<file path="config.mk">
export PLATFORM = sky130hd
export DESIGN_NAME = input_debounce
export DESIGN_NICKNAME = d
export VERILOG_FILES = /design/src/rtl/debounce_pkg.sv /design/src/rtl/sync_2ff.sv /design/src/rtl/input_debounce.sv
export SDC_FILE = /design/constraint.sdc
export NUM_CORES = 1
export LEC_CHECK = 0
export ABC_AREA = 1
export ABC_CLOCK_PERIOD_IN_PS = 1750
export CAP_MARGIN = 40
export CORE_UTILIZATION = 54
export DETAILED_ROUTE_END_ITERATION = 7
export PLACE_DENSITY_LB_ADDON = 0.15
export SLEW_MARGIN = 20
export SYNTH_ARGS = -nofsm -noshare
export SYNTH_HDL_FRONTEND = slang
export SYNTH_SLANG_ARGS = --single-unit
</file>
<file path="constraint.sdc">
create_clock -name clk -period 1.75 [get_ports clk]
set_input_delay 0.175 -clock clk [delete_from_list [all_inputs] [get_ports clk]]
set_output_delay 0.175 -clock clk [all_outputs]
set_load 0.02 [all_outputs]
</file>
<file path="src/rtl/debounce_pkg.sv">
// Shared state encodings and synchronizer depth for the input debouncer.
package debounce_pkg;

   localparam int unsigned SYNC_STAGES = 2;

   typedef enum logic [1:0] {
      S_LOW      = 2'b00,
      S_CHK_HIGH = 2'b01,
      S_HIGH     = 2'b11,
      S_CHK_LOW  = 2'b10
   } state_t;

endpackage

</file>
<file path="src/rtl/sync_2ff.sv">
// Two-flop synchronizer bringing an asynchronous level into the clk domain.
module sync_2ff
   import debounce_pkg::*;
(
   input  logic clk,
   input  logic rst,
   input  logic d,
   output logic q
);

   logic [SYNC_STAGES-1:0] stg;

   always_ff @(posedge clk or negedge rst) begin
      if (!rst) stg <= '0;
      else      stg <= {stg[SYNC_STAGES-2:0], d};
   end

   assign q = stg[SYNC_STAGES-1];

endmodule

</file>
<file path="src/rtl/input_debounce.sv">
// Switch/pin debouncer: 2-flop sync, then a qualify-before-accept FSM.
// Define INPUT_DEBOUNCE_EDGE_EN to build the rise/fall pulse outputs.
module input_debounce
   import debounce_pkg::*;
#(
   parameter int unsigned STABLE_CYCLES = 16,
   parameter int unsigned CNT_W         = 8
)(
   input  logic clk,
   input  logic rst,
   input  logic din,
   output logic q,
   output logic qb,
   output logic rise,
   output logic fall,
   output logic busy
);

   localparam logic [CNT_W-1:0] CNT_LAST = CNT_W'(STABLE_CYCLES - 1);

   logic             d_sync;
   state_t           state;
   state_t           state_nxt;
   logic [CNT_W-1:0] cnt;
   logic [CNT_W-1:0] cnt_nxt;
   logic             q_nxt;
   logic             busy_nxt;

   sync_2ff u_sync (
      .clk (clk),
      .rst (rst),
      .d   (din),
      .q   (d_sync)
   );

   // Any disagreement during a check state drops back and forfeits the count.
   always_comb begin
      state_nxt = state;
      cnt_nxt   = cnt;
      case (state)
         S_LOW: begin
            if (d_sync) begin
               state_nxt = S_CHK_HIGH;
               cnt_nxt   = '0;
            end
         end
         S_CHK_HIGH: begin
            if (!d_sync) begin
               state_nxt = S_LOW;
               cnt_nxt   = '0;
            end else if (cnt == CNT_LAST) begin
               state_nxt = S_HIGH;
               cnt_nxt   = '0;
            end else begin
               cnt_nxt   = cnt + CNT_W'(1);
            end
         end
         S_HIGH: begin
            if (!d_sync) begin
               state_nxt = S_CHK_LOW;
               cnt_nxt   = '0;
            end
         end
         S_CHK_LOW: begin
            if (d_sync) begin
               state_nxt = S_HIGH;
               cnt_nxt   = '0;
            end else if (cnt == CNT_LAST) begin
               state_nxt = S_LOW;
               cnt_nxt   = '0;
            end else begin
               cnt_nxt   = cnt + CNT_W'(1);
            end
         end
         default: begin
            state_nxt = S_LOW;
            cnt_nxt   = '0;
         end
      endcase
      q_nxt    = (state_nxt == S_HIGH) || (state_nxt == S_CHK_LOW);
      busy_nxt = (state_nxt == S_CHK_HIGH) || (state_nxt == S_CHK_LOW);
   end

   always_ff @(posedge clk or negedge rst) begin
      if (!rst) begin
         state <= S_LOW;
         cnt   <= '0;
         q     <= 1'b0;
         qb    <= 1'b1;
         busy  <= 1'b0;
      end else begin
         state <= state_nxt;
         cnt   <= cnt_nxt;
         q     <= q_nxt;
         qb    <= ~q_nxt;
         busy  <= busy_nxt;
      end
   end

`ifdef INPUT_DEBOUNCE_EDGE_EN
   // Pulses are registered alongside q so they coincide with its edge.
   always_ff @(posedge clk or negedge rst) begin
      if (!rst) begin
         rise <= 1'b0;
         fall <= 1'b0;
      end else begin
         rise <= (state == S_CHK_HIGH) && (state_nxt == S_HIGH);
         fall <= (state == S_CHK_LOW)  && (state_nxt == S_LOW);
      end
   end
`else
   assign rise = 1'b0;
   assign fall = 1'b0;
`endif

endmodule

</file>
After elaboration in Yosys (flattened, before gate mapping). Index checks and enable logic that the tools add are counted.

Add/sub/neg operators: 1. Equality and inequality tests: 9. Muxes and demuxes: 13. Bitwise logic cells: 1. Reduce and logical (&&, ||, !) cells: 4.

Operators with widths (count): 2-to-1 mux 8 bit (5); case mux 8 bit (4 select lines) (1); 2-to-1 mux 2 bit (6); adder 8 x 1 -> 8 bit (second input constant) (1); equality test 2 bit (second input constant) (4); equality test 8 x 4 -> 1 bit (second input constant) (1); case mux 2 bit (4 select lines) (1); equality test 2 x 1 -> 1 bit (second input constant) (2); logical NOT 2 bit (1); logical OR 1 bit (2); != test 2 x 1 -> 1 bit (second input constant) (1); != test 2 bit (second input constant) (1); AND reduction 2 bit (1); inverter 1 bit (1).

Register bits: 15. Input bits: 3. Output and inout bits: 5. Logic and storage cells: 34.

Logic depth before layout (Yosys ltp). Gate-level depths: netlist of the first run.

Word-level depth: 7. Mapped depth: 11.

Hierarchy. From an unflattened synthesis of the first run, not the netlist that was laid out.

Cells, all modules: 108. Area total of the unflattened synthesis: 859.6 um^2.

By module, submodules not included: input_debounce (times used 1, cells an instance 106, area each 809.5 um^2, seq. area each 301.5 um^2); sync_2ff (times used 1, cells an instance 2, area each 50.0 um^2, seq. area each 50.0 um^2).

Worst setup path before layout of the first run. Ideal clock, no wire load.

Kind: register to register. Start: reg q (netlist name). End: reg cnt[5]. Setup time: 0.126 ns. Arrival: 1.508 ns. Setup slack: 0.115 ns. Cell stages (with the launch flop): 11. Path buffers: 1. Period minus slack after synthesis: 1.635 ns. Cell sequence: dfrtp_1 -> inv_1 -> ha_1 -> nand2_2 -> and2_4 -> buf_8 -> inv_6 -> nor2_4 -> or2_2 -> nand2_1 -> a21oi_1.

RTL lines: to (signal assigned) (RTL line input_debounce.sv:93) `cnt <= cnt_nxt;`; to (decl) (RTL line input_debounce.sv:24) `logic [CNT_W-1:0] cnt;`.

==> results.json, run 1 <==
{
  "clkSinkCount": 14,
  "drc": 0,
  "fill_cells": 130,
  "hold_violations": 0,
  "num_antenna_cells": 0,
  "start_util_pct": 57.6,
  "max_slew_margin_pct": 57.9,
  "firstDrtPassIters": 4,
  "synthCells": 111,
  "crit_path_start_kind": "flip-flop",
  "stdcell_area_sq_um": 946,
  "ant_nets": 0,
  "crit_top_cell": "nand2_1",
  "ys_seq_area_share_pct": 41.0,
  "startpoint": "q",
  "routed_wl_um": 1500,
  "grt_pass1_vias": 628,
  "worst_path_largest_cell_delay_ps": 460,
  "report.final.setup_viol": 0,
  "ir_worst_vdd_v": 0.000904,
  "clk_pin_slew_worst_paths_ps": 90,
  "areaGrowthSynthToFinish_pct": 10.4,
  "drtIter0Drc": 21,
  "placed_cell_area_sq_um": 901,
  "netlist_area_sq_um": 857,
  "fp.dieW_um": 41.8,
  "synth_compound_area_share_pct": 8.47,
  "avgRoutedWirePerCell_um": 11.1,
  "drive_above_1_share_pct": 12.6,
  "skew_ps": 9.42,
  "outcome": "completed",
  "io_pins": 8,
  "comb_power_share_pct": 50.0,
  "rr_startpoint": "q",
  "grt_pass1_wl_um": 2570,
  "die-area_sq_um": 1750,
  "final_common_cell": "nand2_1",
  "min_path_type": "primary input to async pin",
  "ys_ff_latch": 14,
  "seqPwrFrac_pct": 33.4,
  "switching_share_pct": 41.9,
  "cts_made_buffers": 3,
  "max_freq_ghz": 0.632,
  "power_density_nw_per_um2": 1470,
  "yosysWarnings": 0,
  "fin_crit_sh_pct": 90.4,
  "viasPerCell": 5.04,
  "timing.hold.ws_ps": 277,
  "port_buffers": 5,
  "place_congestion": 0.764,
  "critPathTopFamily": "flip-flops",
  "clock-root-buffer": "clkbuf_4",
  "crit_slowest_cell": "dfrtp_2",
  "slew_viol_final": 0,
  "synthSimpleGateAreaFrac_pct": 27.7,
  "postCtsHoldBufs": 0,
  "worstSetupPathType": "flip-flop to flip-flop",
  "syn_area_per_cell_sq_um": 7.72,
  "reg2reg_depth": 10,
  "die_y_um": 41.8,
  "power.leakage_nw": 0.501,
  "period_minus_slack_ps": 1580,
  "worst-path-stages": 10,
  "synth_mux_area_share_pct": 0,
  "antenna_found_initial": 0,
  "finalSetupTns_ps": 0,
  "end_kind": "flip-flop",
  "num_rows": 14,
  "grt_start_max_net_pins": 15,
  "cts_tree": "yes",
  "switchingPower_uw": 584,
  "tightest_slew_ps": 630,
  "synth_xor_area_share_pct": 2.04,
  "grt_use_total_pct": 19.3,
  "num_vias": 680,
  "synth.distinct_cells": 22,
  "clock_power_share_pct": 16.6,
  "cap_violations": 0,
  "required_ps": 1950,
  "post-dp-hpwl_um": 1140,
  "power_mw": 1.39,
  "arrival_ps": 1780,
  "cts_htree_levels": 1,
  "core_area_sq_um": 1490,
  "synth_fa_ha_area_share_pct": 8.76,
  "worst-path-buf-inv": 2,
  "clockBufferDepth": 2,
  "cp_cell_sequence": "inv_1 > ha_1 > nand2_1 > inv_1 > a21oi_1 > nor2_1 > nand2_1 > nand2_1 > o21ai_0 > a21oi_1",
  "worst-path-max-fanout": 7,
  "grt_overflow": 0,
  "insertion_delay_ps": 280,
  "mostFrequentLayoutCells": "nand2_1 (29), inv_1 (15), nor2_1 (13)",
  "internal_power_uw": 810,
  "r2r-end": "cnt[6]",
  "r2r_slack_ps": 170,
  "layout.nets": 129,
  "synth_top_family_by_area": "simple AND/OR/NAND/NOR gates"
}
cell usage after synthesis (all sizes together):
cell    number  area share [%]
a21oi        9             5.3
and2         1             1.0
buf          3             3.5
conb         1            0.44
dfrtp       13              38
dfstp        1             3.1
ha           6             8.8
inv         17             8.0
nand2       30              13
nand3        6             4.1
nand4        1            0.73
nor2        14             7.0
o21ai        4             2.3
o21bai       1            0.88
or2          2             1.5
xor2         2             2.0
timing repair:
action | in CTS | in global routing
resized for setup | 0 | 1
buffers inserted | 0 | 1
setup endpoints to repair | 0 | 3
through the flow:
step           std cells  setup WS, ps  util, %
6_report             135           168     63.5
3_3_place_gp         130           190     60.5
3_5_place_dp         130           173     60.5
4_1_cts              134           148     62.9
2_1_floorplan        112           115        -
5_1_grt              135        -0.586     63.5
final cells by class:
class | instances | area (sq um) | share of cell area [%]
Inverter | 17 | 68.8 | 7.28
Tap cell | 16 | 20.0 | 2.12
Sequential cell | 14 | 353 | 37.3
Clock buffer | 4 | 36.3 | 3.84
Multi-Input combinational cell | 78 | 410 | 43.4
Timing Repair Buffer | 6 | 57.6 | 6.08
worst max-delay path by stage:
| stage | to | slack, ps |
|---|---|---|
| 2_1_floorplan | cnt[5] | 120 |
| 3_3_place_gp | cnt[7] | 190 |
| 3_5_place_dp | cnt[7] | 170 |
| 4_1_cts | cnt[7] | 150 |
| 5_1_grt | cnt[6] | -0.6 |
| 6_report | cnt[6] | 170 |
registers in the layout (all words and copies together), names as in the netlist:
signal / flops
u_sync.stg: 2
busy: 1
q: 1
cnt: 8
qb: 1
state: 1
per-layer routing:
layer | up-vias | global-route usage [%] | wire length, um
met5 | - | 0 | 0
met4 | 0 | 5.81 | 12
met3 | 4 | 3.91 | 39
met2 | 12 | 33.8 | 753
met1 | 310 | 23.7 | 694
li1 | 354 | - | -
cell families (layout without fill, tap and decap cells):
kind of cell / count (synthesis) / count (layout)
compound gates: 14 / 14
xor+xnor: 2 / 2
fa+ha+maj: 6 / 6
buf+inv: 20 / 27
flops: 14 / 14
other cells: 1 / 2
simple gates: 54 / 54
power by group through the flow:
| stage | clock (mW) | combinational, mW | sequential (mW) |
|---|---|---|---|
| floorplan | 0 | 0.500 | 0.502 |
| global placement | 0 | 0.673 | 0.470 |
| detailed placement | 0 | 0.685 | 0.469 |
| CTS | 0.235 | 0.686 | 0.464 |
| global route | 0.249 | 0.798 | 0.480 |
| finish | 0.231 | 0.696 | 0.466 |
worst reg2reg max path, stage by stage, from the launching register on:
cell and delay (ps):
dfrtp_2 460, inv_1 110, ha_1 160, nand2_1 50, inv_1 90, a21oi_1 50
nor2_1 140, nand2_1 90, nand2_1 120, o21ai_0 100, a21oi_1 130
Power figures use the tool's default switching activity.
==> run 2, diff against run 1 <==
--- a/config.mk
+++ b/config.mk
@@ -6,7 +6,7 @@
 export NUM_CORES = 1
 export LEC_CHECK = 0
 export ABC_AREA = 1
-export ABC_CLOCK_PERIOD_IN_PS = 1750
+export ABC_CLOCK_PERIOD_IN_PS = 1800
 export CAP_MARGIN = 40
 export CORE_UTILIZATION = 54
 export DETAILED_ROUTE_END_ITERATION = 7
==> constraint.sdc (replaced) <==
create_clock -name clk -period 1.8 [get_ports clk]
set_input_delay 0.18 -clock clk [delete_from_list [all_inputs] [get_ports clk]]
set_output_delay 0.18 -clock clk [all_outputs]
set_load 0.02 [all_outputs]
==> results.json, run 2 (same netlist as run 1, synthesis figures left out) <==
{
  "r2r_slack_ps": 200,
  "place_congestion": 0.764,
  "areaGrowthSynthToFinish_pct": 9.34,
  "startpoint": "q",
  "clockBufferDepth": 2,
  "r2r-end": "cnt[7]",
  "insertion_delay_ps": 280,
  "start_util_pct": 57.6,
  "fin_crit_sh_pct": 89.1,
  "hold_violations": 0,
  "core_area_sq_um": 1490,
  "max_freq_ghz": 0.624,
  "crit_path_start_kind": "flip-flop",
  "arrival_ps": 1780,
  "ant_nets": 0,
  "multi_input_area_sq_um": 410,
  "grt_use_total_pct": 19.3,
  "viasPerCell": 5.01,
  "final_cell_count_no_fill": 134,
  "num_rows": 14,
  "drive_above_1_share_pct": 11.0,
  "finalSetupTns_ps": 0,
  "top_regs": "cnt x8, u_sync.stg x2",
  "grt_pass1_vias": 628,
  "grt_pass1_wl_um": 2570,
  "num_vias": 672,
  "power_density_nw_per_um2": 1430,
  "rr_startpoint": "q",
  "worst-path-max-fanout": 9,
  "rsz0062_at_grt": "no",
  "antenna_found_initial": 0,
  "grt_start_max_net_pins": 15,
  "cts_tree": "yes",
  "min_path_type": "primary input to async pin",
  "end_kind": "flip-flop",
  "postCtsSetupBuffers": 0,
  "die_y_um": 41.8,
  "outcome": "completed",
  "cts_htree_levels": 1,
  "clock-root-buffer": "clkbuf_4",
  "power.leakage_nw": 0.497,
  "endpoint": "cnt[7]",
  "finish.utilization_pct": 62.9,
  "drtIter0Drc": 19,
  "regArea_sq_um": 352,
  "clk_pin_slew_worst_paths_ps": 90,
  "cts_made_buffers": 3,
  "die-area_sq_um": 1750,
  "largest_reg_flops": 8,
  "slew_viol_final": 0,
  "layout.nets": 128,
  "tightest_slew_ps": 623,
  "reg2reg_depth": 9,
  "grt_overflow": 0,
  "avgRoutedWirePerCell_um": 11.1,
  "num_antenna_cells": 0,
  "io_pins": 8,
  "skew_ps": 7.79,
  "mostFrequentLayoutCells": "nand2_1 (29), inv_1 (15), nor2_1 (13), dfrtp_1 (13), a21oi_1 (9)",
  "final_common_cell": "nand2_1",
  "post-dp-hpwl_um": 1140,
  "report.final.setup_viol": 0,
  "largest_register": "cnt",
  "firstDrtPassIters": 4,
  "port_buffers": 5,
  "postCtsHoldBufs": 0,
  "cap_violations": 0,
  "cts_resized": 0,
  "drc": 0,
  "dpl.cell_count": 130,
  "routed_wl_um": 1480,
  "period_minus_slack_ps": 1600,
  "worstSetupPathType": "flip-flop to flip-flop",
  "fp.dieW_um": 41.8,
  "fill_cells": 134,
  "clkSinkCount": 14,
  "ir_worst_vdd_v": 0.000856,
  "required_ps": 1970,
  "max_slew_margin_pct": 58.3
}
run 2: cell types whose count changed in the layout (fill, tap and decap cells not counted), sizes merged:
cell,previous run,this run
buf,1,0
run 2: stage by stage:
step	area [sq um]	total power [mW]	hold slack, ps	worst slack (ps)
after floorplan	861	0.975	-116	165
after global placement	901	1.11	333	240
after detailed placement	901	1.12	338	223
after CTS	937	1.35	303	198
after global routing	937	1.47	336	16.3
final	937	1.34	280	197
run 2: power by group:
| group | leakage (nW) | total, mW | internal [mW] | switching (mW) |
|---|---|---|---|---|
| sequential | 0.180 | 0.451 | 0.390 | 0.0604 |
| combinational | 0.296 | 0.664 | 0.260 | 0.404 |
| clock | 0.0210 | 0.223 | 0.123 | 0.100 |
run 2: area by class of cell:
type / instances / area share, %
Clock buffer: 4 / 3.87
Multi-Input combinational cell: 78 / 43.8
Inverter: 17 / 7.34
Timing Repair Buffer: 5 / 5.34
Sequential cell: 14 / 37.5
Tap cell: 16 / 2.14
run 2: how the worst min path moves through the flow:
stage / startpoint / to / slack (ps) / depth (start not counted)
floorplan: rst / busy / -120 / 0
global placement: u_sync.stg[0] / u_sync.stg[1] / 330 / 0
detailed placement: u_sync.stg[0] / u_sync.stg[1] / 340 / 0
CTS: rst / cnt[2] / 300 / 1
global route: rst / cnt[0] / 340 / 1
finish: rst / cnt[2] / 280 / 1
run 2: worst max-delay path: stages (launching register included):
cell,delay (ps)
dfrtp_1,460
inv_1,110
ha_1,210
nand2_2,60
and2_4,210
inv_6,50
nor2_4,110
nand3_2,70
xor2_1,160
nor2_1,60
run 2: layer usage:
layer | global-route usage [%] | up-vias | wire length [um]
li1 | - | 353 | -
met3 | 3.91 | 4 | 39
met1 | 23.7 | 303 | 696
met2 | 33.8 | 12 | 735
met5 | 0 | - | 0
met4 | 5.81 | 0 | 12
==> run 3, diff against run 2 <==
--- a/config.mk
+++ b/config.mk
@@ -6,9 +6,9 @@
 export NUM_CORES = 1
 export LEC_CHECK = 0
 export ABC_AREA = 1
-export ABC_CLOCK_PERIOD_IN_PS = 1800
+export ABC_CLOCK_PERIOD_IN_PS = 1400
 export CAP_MARGIN = 40
-export CORE_UTILIZATION = 54
+export CORE_UTILIZATION = 49
 export DETAILED_ROUTE_END_ITERATION = 7
 export PLACE_DENSITY_LB_ADDON = 0.15
 export SLEW_MARGIN = 20
==> constraint.sdc (replaced) <==
create_clock -name clk -period 1.4 [get_ports clk]
set_input_delay 0.14 -clock clk [delete_from_list [all_inputs] [get_ports clk]]
set_output_delay 0.14 -clock clk [all_outputs]
set_load 0.02 [all_outputs]
==> results.json, run 3 (same netlist as run 1, synthesis figures left out) <==
{
  "switching_share_pct": 43.4,
  "power_mw": 2.61,
  "insertion_delay_ps": 280,
  "report.final.setup_viol": 10,
  "endpoint": "busy",
  "core_area_sq_um": 1580,
  "post-dp-hpwl_um": 1310,
  "cts_made_buffers": 3,
  "power_density_nw_per_um2": 1960,
  "grt_overflow": 0,
  "hold_violations": 0,
  "ir_worst_vdd_v": 0.00179,
  "rr_startpoint": "cnt[6]",
  "crit_path_start_kind": "flip-flop",
  "skew_ps": 9.39,
  "die-area_sq_um": 1920,
  "required_ps": 1580,
  "grt_pass1_wl_um": 2970,
  "clockBufferDepth": 2,
  "clkSinkCount": 14,
  "clock-root-buffer": "clkbuf_4",
  "areaGrowthSynthToFinish_pct": 55.5,
  "avgRoutedWirePerCell_um": 14.9,
  "power.leakage_nw": 0.640,
  "drive_above_1_share_pct": 55.2,
  "fin_crit_sh_pct": 110,
  "postCtsHoldBufs": 0,
  "num_vias": 885,
  "num_antenna_cells": 0,
  "seqPwrFrac_pct": 23.5,
  "place_congestion": 0.871,
  "drtIter0Drc": 35,
  "rsz0062_at_grt": "yes",
  "die_y_um": 43.8,
  "startpoint": "cnt[6]",
  "routed_wl_um": 2370,
  "antenna_found_initial": 0,
  "port_buffers": 5,
  "comb_power_share_pct": 65.6,
  "grt_start_max_net_pins": 9,
  "period_minus_slack_ps": 1540,
  "internal_power_mw": 1.48,
  "end_kind": "flip-flop",
  "start_util_pct": 54.4,
  "min_path_type": "primary input to async pin",
  "clk_pin_slew_worst_paths_ps": 90,
  "largest_reg_flops": 8,
  "finalWorstSetupSlack_ps": -138,
  "reg2reg_depth": 10,
  "num_rows": 14,
  "final_common_cell": "buf_4",
  "top_regs": "cnt x8, u_sync.stg x2",
  "viasPerCell": 5.57,
  "slew_viol_final": 0,
  "worst-path-max-fanout": 3,
  "cts_htree_levels": 1,
  "firstDrtPassIters": 4,
  "switchingPower_mw": 1.13,
  "r2r-end": "busy",
  "arrival_ps": 1720,
  "violations": "negative setup slack",
  "mostFrequentLayoutCells": "buf_4 (23), nand2_1 (19), dfrtp_1 (11)",
  "worstSetupPathType": "flip-flop to flip-flop",
  "clock_power_share_pct": 11.0,
  "fp.dieW_um": 43.8,
  "finalSetupTns_ps": -657,
  "max_freq_ghz": 0.650,
  "outcome": "complete, but fails checks",
  "drc": 0,
  "cap_violations": 0,
  "cts_tree": "yes",
  "layout.nets": 153,
  "ant_nets": 0,
  "largest_register": "cnt",
  "grt_use_total_pct": 21.4,
  "io_pins": 8,
  "r2r_slack_ps": -140,
  "grt_pass1_vias": 743
}
[run 3: worst max-delay path: stages (launching register included)]
cell and delay, ps:
dfrtp_1 410, nor2_1 230, nand2_1 160, nor2_2 130, nand2_1 60, nand2_1 80, nand2_2 70, nor2_2 110
nor2_2 70, nand2_1 60, nand2_1 60
[run 3: per-layer routing]
layer | up-vias | GRT usage [%] | part of all wire, %
li1 | 406 | - | -
met1 | 432 | 27.6 | 43
met2 | 38 | 35.2 | 51
met3 | 9 | 2.50 | 4.0
met4 | 0 | 11.3 | 2.3
met5 | - | 0 | 0
[run 3: power by group through the flow]
stage / Combinational (mW) / Clock (mW) / Sequential [mW]
4_1_cts: 1.27 / 0.294 / 0.591
6_report: 1.71 / 0.287 / 0.613
3_5_place_dp: 1.13 / 0 / 0.575
3_3_place_gp: 1.11 / 0 / 0.568
5_1_grt: 1.83 / 0.303 / 0.623
2_1_floorplan: 0.671 / 0 / 0.635
[run 3: area by class of cell]
type	instances	area [sq um]
clock buffer	4	36.3
inverter	17	73.8
sequential	14	354
tap	16	20.0
multi-input combinational	78	604
timing repair buffer	30	244
fill	77	244
[run 3: how the worst min path moves through the flow]
stage,start,end,slack (ps),cells past startpoint
2_1_floorplan,rst,busy,-160,0
3_3_place_gp,u_sync.stg[0],u_sync.stg[1],340,0
3_5_place_dp,u_sync.stg[0],u_sync.stg[1],340,0
4_1_cts,rst,busy,110,1
5_1_grt,rst,busy,130,1
6_report,rst,busy,110,1
[run 3: stage by stage]
stage	util, %	setup WS [ps]	instance area, sq um	instances	hold WS [ps]
floorplan	-	-97.7	886	112	-156
global placement	66.3	-69.4	1050	146	336
detailed placement	66.3	-133	1050	146	340
CTS	73.0	-79.0	1150	153	114
global route	84.5	-190	1330	159	129
finish	84.5	-138	1330	159	106
[run 3: timing repair]
action | in CTS | in global routing
pin swaps | 5 | 19
gates resized for setup | 18 | 38
setup buffers | 3 | 6
endpoints found under the setup margin | 13 | 12
